File: config.mk
export PLATFORM = sky130hd
export DESIGN_NAME = dac_par_tx
export DESIGN_NICKNAME = d
export VERILOG_FILES = /design/src/rtl/dac_par_tx.sv
export SDC_FILE = /design/constraint.sdc
export NUM_CORES = 1
export LEC_CHECK = 0
export ABC_CLOCK_PERIOD_IN_PS = 5300
export BUFFER_PORTS_ARGS = -buffer_cell sky130_fd_sc_hd__buf_2
export CELL_PAD_IN_SITES_DETAIL_PLACEMENT = 0
export CELL_PAD_IN_SITES_GLOBAL_PLACEMENT = 1
export CORE_MARGIN = 4
export CORE_UTILIZATION = 26
export DETAILED_ROUTE_END_ITERATION = 7
export GPL_ROUTABILITY_DRIVEN = 0
export PLACE_DENSITY_LB_ADDON = 0.1
export SYNTH_ARGS = -nofsm -noshare
export SYNTH_HDL_FRONTEND = slang
export SYNTH_SLANG_ARGS = --single-unit
export TNS_END_PERCENT = 1
File: constraint.sdc
create_clock -name clk -period 5.3 [get_ports clk]
set_input_delay 0.53 -clock clk [delete_from_list [all_inputs] [get_ports clk]]
set_output_delay 0.53 -clock clk [all_outputs]
set_load 0.01 [all_outputs]
File: src/rtl/dac_par_tx.sv
// -----------------------------------------------------------------------------
// dac_par_tx - parallel-DAC transmitter
//
// Accepts samples on a valid/ready stream into a small FIFO, divides the
// system clock down to the DAC conversion clock and drives each sample onto
// the DAC data pins so that it is stable across the DAC rising edge.
// dac_db only changes on the edge where dac_clk goes low.
//
// Ports:
//   clk          system clock
//   rst_n        asynchronous active-low reset
//   dac_start    level: 1 = run conversion, 0 = stop
//   s_data       sample input (offset binary, or two's complement, see below)
//   s_valid      s_data valid
//   s_ready      FIFO can accept a sample
//   dac_db       DAC data pins (registered)
//   dac_clk      DAC conversion clock (registered)
//   dac_pd       DAC power-down, 1 = powered down
//   busy         block is not idle
//   underrun     sticky: FIFO was empty at a DAC period boundary
//   fifo_level   current FIFO occupancy
//
// Build option:
//   DAC_SIGNED_IN_EN  when defined, s_data is two's complement and its MSB is
//                     inverted on the way to dac_db (offset binary on the pins).
//                     Idle/reset value of dac_db is offset-binary midscale.
// -----------------------------------------------------------------------------
module dac_par_tx #(
  parameter int CLK_FRE    = 50,
  parameter int DAC_FRE    = 5000,
  parameter int DATA_W     = 10,
  parameter int FIFO_DEPTH = 16
) (
  input  logic                          clk,
  input  logic                          rst_n,
  input  logic                          dac_start,
  input  logic [DATA_W-1:0]             s_data,
  input  logic                          s_valid,
  output logic                          s_ready,
  output logic [DATA_W-1:0]             dac_db,
  output logic                          dac_clk,
  output logic                          dac_pd,
  output logic                          busy,
  output logic                          underrun,
  output logic [$clog2(FIFO_DEPTH):0]   fifo_level
);

  localparam int DIV  = CLK_FRE * 1000 / DAC_FRE;
  localparam int HALF = DIV / 2;
  localparam int CW   = $clog2(DIV);
  localparam int PW   = $clog2(FIFO_DEPTH);
  localparam int LW   = PW + 1;
  localparam logic [DATA_W-1:0] MID = {1'b1, {(DATA_W-1){1'b0}}};

  if (DIV < 2 || (DIV % 2) != 0) begin : g_div_chk
    $error("dac_par_tx: CLK_FRE*1000/DAC_FRE must be even and >= 2");
  end
  if (FIFO_DEPTH < 4 || (FIFO_DEPTH & (FIFO_DEPTH - 1)) != 0) begin : g_depth_chk
    $error("dac_par_tx: FIFO_DEPTH must be a power of 2 and >= 4");
  end

  function automatic logic [DATA_W-1:0] to_offset_bin(input logic [DATA_W-1:0] v);
`ifdef DAC_SIGNED_IN_EN
    logic signed [DATA_W-1:0] sv;
    sv = signed'(v);
    return DATA_W'(sv) ^ MID;
`else
    return v;
`endif
  endfunction

  typedef enum logic [1:0] {IDLE, PRIME, RUN} state_t;

  state_t              state, state_nxt;
  logic [DATA_W-1:0]   mem [FIFO_DEPTH];
  logic [PW-1:0]       wr_ptr, rd_ptr;
  logic [LW-1:0]       level;
  logic [CW-1:0]       cnt, cnt_nxt;
  logic                push, pop;
  logic                fall_tick, stop_pend, set_unr, clr_unr;

  assign s_ready    = (level != LW'(FIFO_DEPTH));
  assign push       = s_valid && s_ready;
  assign fifo_level = level;
  assign dac_pd     = (state == IDLE);
  assign busy       = (state != IDLE);
  assign fall_tick  = (state == RUN) && (cnt == CW'(DIV - 1));

  // FIFO storage: data only, no reset
  always_ff @(posedge clk) begin
    if (push) mem[wr_ptr] <= s_data;
  end

  // FIFO pointers and occupancy; pointers wrap naturally (power-of-2 depth)
  always_ff @(posedge clk or negedge rst_n) begin
    if (!rst_n) begin
      wr_ptr <= '0;
      rd_ptr <= '0;
      level  <= '0;
    end else begin
      if (push) wr_ptr <= wr_ptr + PW'(1);
      if (pop)  rd_ptr <= rd_ptr + PW'(1);
      level <= level + LW'(push) - LW'(pop);
    end
  end

  always_ff @(posedge clk or negedge rst_n) begin
    if (!rst_n) state <= IDLE;
    else        state <= state_nxt;
  end

  // Empty-FIFO test uses the registered level, so a word pushed on a fall
  // tick into an empty FIFO still counts as underrun and is used next period.
  always_comb begin
    state_nxt = state;
    pop       = 1'b0;
    set_unr   = 1'b0;
    clr_unr   = 1'b0;
    case (state)
      IDLE: begin
        if (dac_start) begin
          state_nxt = PRIME;
          clr_unr   = 1'b1;
        end
      end
      PRIME: begin
        if (!dac_start) begin
          state_nxt = IDLE;
        end else if (level >= LW'(FIFO_DEPTH / 2)) begin
          state_nxt = RUN;
          pop       = 1'b1;
        end
      end
      RUN: begin
        if (fall_tick) begin
          if (stop_pend)         state_nxt = IDLE;
          else if (level == '0)  set_unr   = 1'b1;
          else                   pop       = 1'b1;
        end
      end
      default: state_nxt = IDLE;
    endcase
  end

  // Counter is zero on RUN entry, at every fall tick and outside RUN.
  always_comb begin
    cnt_nxt = '0;
    if (state == RUN && !fall_tick) cnt_nxt = cnt + CW'(1);
  end

  always_ff @(posedge clk or negedge rst_n) begin
    if (!rst_n) begin
      cnt     <= '0;
      dac_clk <= 1'b0;
    end else begin
      cnt     <= cnt_nxt;
      dac_clk <= (state_nxt == RUN) && (cnt_nxt >= CW'(HALF));
    end
  end

  // A stop seen before a fall tick ends RUN at that tick; a stop first seen
  // on the tick itself lets that tick pop and ends RUN one period later.
  always_ff @(posedge clk or negedge rst_n) begin
    if (!rst_n)                 stop_pend <= 1'b0;
    else if (state_nxt != RUN)  stop_pend <= 1'b0;
    else if (fall_tick)         stop_pend <= !dac_start;
    else                        stop_pend <= stop_pend || !dac_start;
  end

  always_ff @(posedge clk or negedge rst_n) begin
    if (!rst_n)       underrun <= 1'b0;
    else if (clr_unr) underrun <= 1'b0;
    else if (set_unr) underrun <= 1'b1;
  end

  // dac_db: loaded only together with dac_clk going low; midscale outside RUN
  always_ff @(posedge clk or negedge rst_n) begin
    if (!rst_n)                 dac_db <= MID;
    else if (pop)               dac_db <= to_offset_bin(mem[rd_ptr]);
    else if (state_nxt != RUN)  dac_db <= MID;
  end

endmodule

Yosys cells after proc, flatten, opt, wreduce, memory -nomap -nowiden
Memories as Yosys holds them, arrays and structs flattened.
Cells that the tools add are included.
{ "op_classes": {"n_addsub": 5, "bitwise_logic": 0, "n_mux": 27, "shifts": 0, "magnitude_cmp": 2, "n_eq_ne": 6, "n_reduce_logical": 12, "n_div": 0, "multipliers": 0} }
{ "op_table": {"columns": ["operator", "n"], "rows": [
  ["two-way mux 10 bit", 2],
  ["two-way mux 1 bit", 17],
  ["adder 4 x 1 -> 4 bit, second input constant", 3],
  ["two-way mux 2 bit", 5],
  ["one-hot mux 2 bit (3 select lines)", 1],
  ["nonzero test 2 bit", 3],
  ["adder 5 x 1 -> 5 bit", 1],
  ["greater-or-equal comparator 5 x 4 -> 1 bit, second input constant", 1],
  ["logical NOT 5 bit", 1],
  ["!= test 5 bit, second input constant", 1],
  ["subtractor 5 x 1 -> 5 bit", 1],
  ["equality test 2 bit, second input constant", 2],
  ["equality test 4 bit, second input constant", 1],
  ["greater-or-equal comparator 4 x 3 -> 1 bit, second input constant", 1],
  ["logical AND 1 bit", 4],
  ["two-way mux 4 bit", 1],
  ["equality test 2 x 1 -> 1 bit, second input constant", 1],
  ["logical NOT 1 bit", 2],
  ["logical NOT 2 bit", 1],
  ["!= test 2 bit, second input constant", 1],
  ["one-hot mux 1 bit (2 select lines)", 1],
  ["logical OR 1 bit", 1]
]} }
{ "totals": {"latch_bits": 0, "romBits": 0, "regBits": 32, "ramBits": 160, "memories": 1, "wordCells": 62} }
{ "memory_table": {"columns": ["name", "words", "width", "read_ports", "rd_ports_with_merged_regs", "write_ports", "line_no", "rtl"], "rows": [
  ["mem", 16, 10, 1, 0, 1, "75", "logic [DATA_W-1:0] mem [FIFO_DEPTH];"]
]} }

Longest topological paths before layout
{ "logic_depth": {"word_depth": 7, "depth_mapped": 14, "depth_no_buf": 14} }

Worst setup path after synthesis
OpenSTA, ideal clock, no wires.
{ "synth_path": {"kind": "reg2reg", "start": "register level[2] (netlist: fifo_level[2])", "end": "memory mem[0][0], enable pin", "arrival_ns": 2.334, "n_path_buf": 1, "synth_period_minus_slack_ns": 2.738, "path_stages_with_launch": 8, "setup_slack_ns": 2.562, "t_required_ns": 4.896, "path_cell_list": "dfrtp_1 > inv_1 > ha_1 > nand3_1 > and2_1 > clkbuf_1 > inv_1 > nor4_1"} }
{ "synth_between": {"elab_chain_cells": 4} }
{ "synth_rtl": {"columns": ["item", "line_no", "rtl"], "rows": [
  ["start, declared", "77", "logic [LW-1:0] level;"],
  ["start signal, assigned", "103", "level <= level + LW'(push) - LW'(pop);"],
  ["!= test 5 bit", "82", "assign s_ready = (level != LW'(FIFO_DEPTH));"],
  ["via s_ready", "39", "output logic s_ready,"],
  ["logical AND 1 bit", "83", "assign push = s_valid && s_ready;"],
  ["two-way mux 1 bit", "91", "if (push) mem[wr_ptr] <= s_data;"],
  ["two-way mux 1 bit (not written as such)", "91", null],
  ["end, declared", "75", null]
]} }
The timed path passes the listed nets, and every way through them passes these cells.

Final worst setup path
{ "layout_path": {"start": "register level[2] (netlist: fifo_level[2])", "end": "register level[4] (netlist: fifo_level[4])"} }
{ "layout_between": {"elab_chain_cells": 6, "elab_cells_between_ends": 12} }
{ "layout_rtl": {"columns": ["item", "line_no", "rtl"], "rows": [
  ["branches (longest 4 deep; another with greater-or-equal comparator 5 x 4 -> 1 bit)", null, null],
  ["one-hot mux 1 bit (2 select lines) (*)", "119", "case (state)"],
  ["via pop", "79", "logic push, pop;"],
  ["subtractor 5 x 1 -> 5 bit (*)", "103", null]
]} }
Mark *: on every way through the listed nets, which the timed path passes.
A chain may end at the register's enable or synchronous reset.

==> impl_metrics.toml <==
[layout]
post_route_cells_drive_above_1_share = 0.277
count_of_inserted_antenna_diode_cells = 0
post-route-cell-area_sq_um = 9040
total_number_of_nets_in_the_final_design = 495
area_delta_synth_final_pct = 16.8
fillCellCount = 2863

[global_route]
first_global_vias = 4238
grt_util_all_layers = 0.121
grt_antenna_before_repair = 1
grt_start_max_net_pins = 33
grt_first_pass_wirelength_microns = 28600
globalRouteOverflowTotal = 0

[worst_setup_path]
critPathLaunchType = "flip-flop"
timing.setup.critical_path_class = "flip-flop to flip-flop"
required_ns = 5.65
crit_end_category = "flip-flop"
worstPathMaxFanout = 22
worstPathArrival_ns = 3.53

[power]
power_report.internal_total_w = 0.00305
switching_share = 0.311
power.share.combinational = 0.242
pwr-share-clk = 0.298
power.ir.vdd_worst_mv = 0.231
pwr_density_cell_nw_per_um2 = 490
seq_power_share = 0.460
p_switching_w = 0.00138
cellLeakagePower_nw = 3.09

[logic_synthesis]
syn_std_cell_area_sq_um = 7740
synth_enable_flop_cells = 160
ys_ff_latch = 192
ys_types = 42
ys_warn_count = 0
ys.flop_type = "sky130_fd_sc_hd__edfxtp_1"
netlist_instances = 414
synthesis.nets = 448
postSynth.asyncResetShare = 0.167
synth.yosys.seq_area_share = 0.725
synth_top_cell_by_area = "sky130_fd_sc_hd__edfxtp_1"
synth_largest_type_area_fraction = 0.621
syn_avg_cell_area_sq_um = 18.7
yosys-top-cells-area = "sky130_fd_sc_hd__edfxtp_1, sky130_fd_sc_hd__mux4_2, sky130_fd_sc_hd__dfrtp_1, sky130_fd_sc_hd__ha_1, sky130_fd_sc_hd__a22oi_1"

[clock_network]
cts_tree = "done"
clk_root_buffer_cell = "sky130_fd_sc_hd__clkbuf_16"
cts_max_path_buffers = 2
insertion_delay_ns = 0.44
ctsHoldBuffers = 0
path_clk_slew_ns = 0.07
cts-htree-levels = 4
cts_resized = 0
cts-buffers-inserted = 17
cts.repair_timing.setup_buffer_count = 0
number_of_clock_sinks = 192

[route]
drt_drc_violations_left = 0
routed-via-count = 3887
viasPerCell = 4.54
iteration_0_drc_markers = 307
drtAntennaViolNets = 0
route.detailed.wl_per_inst_microns = 22.1
drt_pre_antenna_iters = 4
finalWirelength_microns = 18900

[floorplanning]
number_of_placement_rows = 62
fp.dieW_microns = 180
start_util = 0.267
placeableCoreArea_sq_um = 29000
fp.dieArea_sq_um = 32600
fp.dieH_microns = 180
io_pins = 34

[placed_design]
dp.final_hpwl_microns = 12100
preCtsSetupSlack_ns = 2.10
placedInstanceArea_sq_um = 8430
port-buffer-count = 33

[job]
timing.max_cap.violations = 0

[timing]
tightest_slew_ns = 0.863
period_share = 0.598
timing.max_slew.rel_slack = 0.425
grt_setup_unrepaired = "false"
skew_ns = 0.0101
clock.fmax_mhz = 315
finalSetupViolCount = 0
slew_viol_final = 0
timing.final.ws_setup_ns = 2.13
finalSetupTns_ns = 0
finalWorstPathRequiredPeriod_ns = 3.17
finalHoldViolCount = 0

[status]
status = "finished, final reports clean"

[hold_path]
hold_path.class = "input port to async pin"
worst max-delay path, cell delays in order, from the launching register on:
cell	delay (ns)
sky130_fd_sc_hd__dfrtp_1	0.40
sky130_fd_sc_hd__inv_1	0.11
sky130_fd_sc_hd__ha_1	0.18
sky130_fd_sc_hd__nor4b_1	0.39
sky130_fd_sc_hd__nor4_1	0.11
sky130_fd_sc_hd__o21ai_2	0.12
sky130_fd_sc_hd__buf_4	0.28
sky130_fd_sc_hd__inv_2	0.10
sky130_fd_sc_hd__ha_1	0.29
sky130_fd_sc_hd__inv_1	0.04
sky130_fd_sc_hd__ha_1	0.19
sky130_fd_sc_hd__fa_1	0.41
sky130_fd_sc_hd__a21oi_1	0.16
sky130_fd_sc_hd__nor2_1	0.05
sky130_fd_sc_hd__nor2_1	0.10
sky130_fd_sc_hd__xor2_1	0.16
area by class of cell:
type	count	area (sq um)	share of cell area
multi-input combinational	184	2000	0.221
timing repair buffer	47	270	0.0299
inverter	19	71.3	0.00789
sequential	192	5610	0.621
tap	384	480	0.0532
clock buffer	17	425	0.0471
clock inverter	14	180	0.0199
power groups by stage:
stage | Sequential, W | Clock, W | Combinational (W)
floorplan | 0.00194 | 0 | 0.000827
global placement | 0.00207 | 0 | 0.00111
detailed placement | 0.00208 | 0 | 0.00111
CTS | 0.00205 | 0.00136 | 0.00111
global route | 0.00208 | 0.00143 | 0.00119
finish | 0.00204 | 0.00132 | 0.00107
metrics by stage:
stage | utilization | power, W | hold slack (ns) | std cells
5_1_grt | 0.311 | 0.00470 | 0.216 | 857
6_report | 0.311 | 0.00443 | 0.167 | 857
2_1_floorplan | - | 0.00277 | 0.234 | 414
4_1_cts | 0.311 | 0.00452 | 0.195 | 857
3_5_place_dp | 0.291 | 0.00319 | 0.501 | 826
3_3_place_gp | 0.291 | 0.00318 | 0.499 | 826
cells in the final DEF, fill, tap and decap left out, drive strengths merged, types with 4 or more instances in the layout:
master / count
a21oi: 15
a22oi: 20
a31o: 9
and2: 13
buf: 47
clkbuf: 17
clkinv: 5
dfrtp: 31
edfxtp: 160
ha: 19
inv: 24
mux4: 40
nand2: 7
nand3: 6
nor2: 13
nor4: 5
o21ai: 4
xnor2: 6
xor2: 4
kinds of logic after synthesis:
group                    synth area share
multiplexers                        0.118
XOR/XNOR                           0.0113
adder cells (fa/ha/maj)            0.0333
AO/OA/AOI/OAI                      0.0522
AND/OR/NAND/NOR                    0.0401
flip-flops                          0.725
buffers and inverters              0.0205
cell usage after synthesis, types with 2 or more instances:
cell	n
sky130_fd_sc_hd__clkbuf_1	8
sky130_fd_sc_hd__nor3b_1	2
sky130_fd_sc_hd__a22oi_1	20
sky130_fd_sc_hd__buf_2	7
sky130_fd_sc_hd__dfrtp_1	31
sky130_fd_sc_hd__nor4_1	5
sky130_fd_sc_hd__a31o_1	9
sky130_fd_sc_hd__and2_1	13
sky130_fd_sc_hd__nand2_1	7
sky130_fd_sc_hd__a211oi_1	2
sky130_fd_sc_hd__xnor2_1	6
sky130_fd_sc_hd__mux4_2	40
sky130_fd_sc_hd__edfxtp_1	160
sky130_fd_sc_hd__inv_1	18
sky130_fd_sc_hd__a21oi_1	15
sky130_fd_sc_hd__xor2_1	4
sky130_fd_sc_hd__ha_1	19
sky130_fd_sc_hd__nor2b_1	2
sky130_fd_sc_hd__o21ai_0	3
sky130_fd_sc_hd__nand3_1	6
sky130_fd_sc_hd__buf_1	3
sky130_fd_sc_hd__nor2_1	13
sky130_fd_sc_hd__a21boi_2	2
sequential cells by signal, summed over array words and instances, names as in the netlist:
name / flops
cnt: 4
dac_clk: 1
dac_db: 10
fifo_level: 5
mem: 160
rd_ptr: 4
state: 2
stop_pend: 1
underrun: 1
wr_ptr: 4
routing by layer:
layer,part of all wire,GRT usage,vias up
met5,0.00069,0,-
met4,0.012,0.0360,2
met3,0.029,0.0291,11
met2,0.50,0.200,62
met1,0.46,0.160,2073
li1,-,-,1739
final timing paths:
kind                               startpoint            end  slack [ns]  depth (start not counted)
worst max register to register  fifo_level[2]  fifo_level[4]        2.13                         15
worst min-delay path                    rst_n         cnt[3]        0.17                          1
max in group asynchronous               rst_n      rd_ptr[1]        4.59                          1
worst min register to register         cnt[0]         cnt[0]        0.51                          1
min in group clk                    dac_start      stop_pend        0.33                          2
worst max-delay path            fifo_level[2]  fifo_level[4]        2.13                         15
Power figures use the tool's default switching activity.
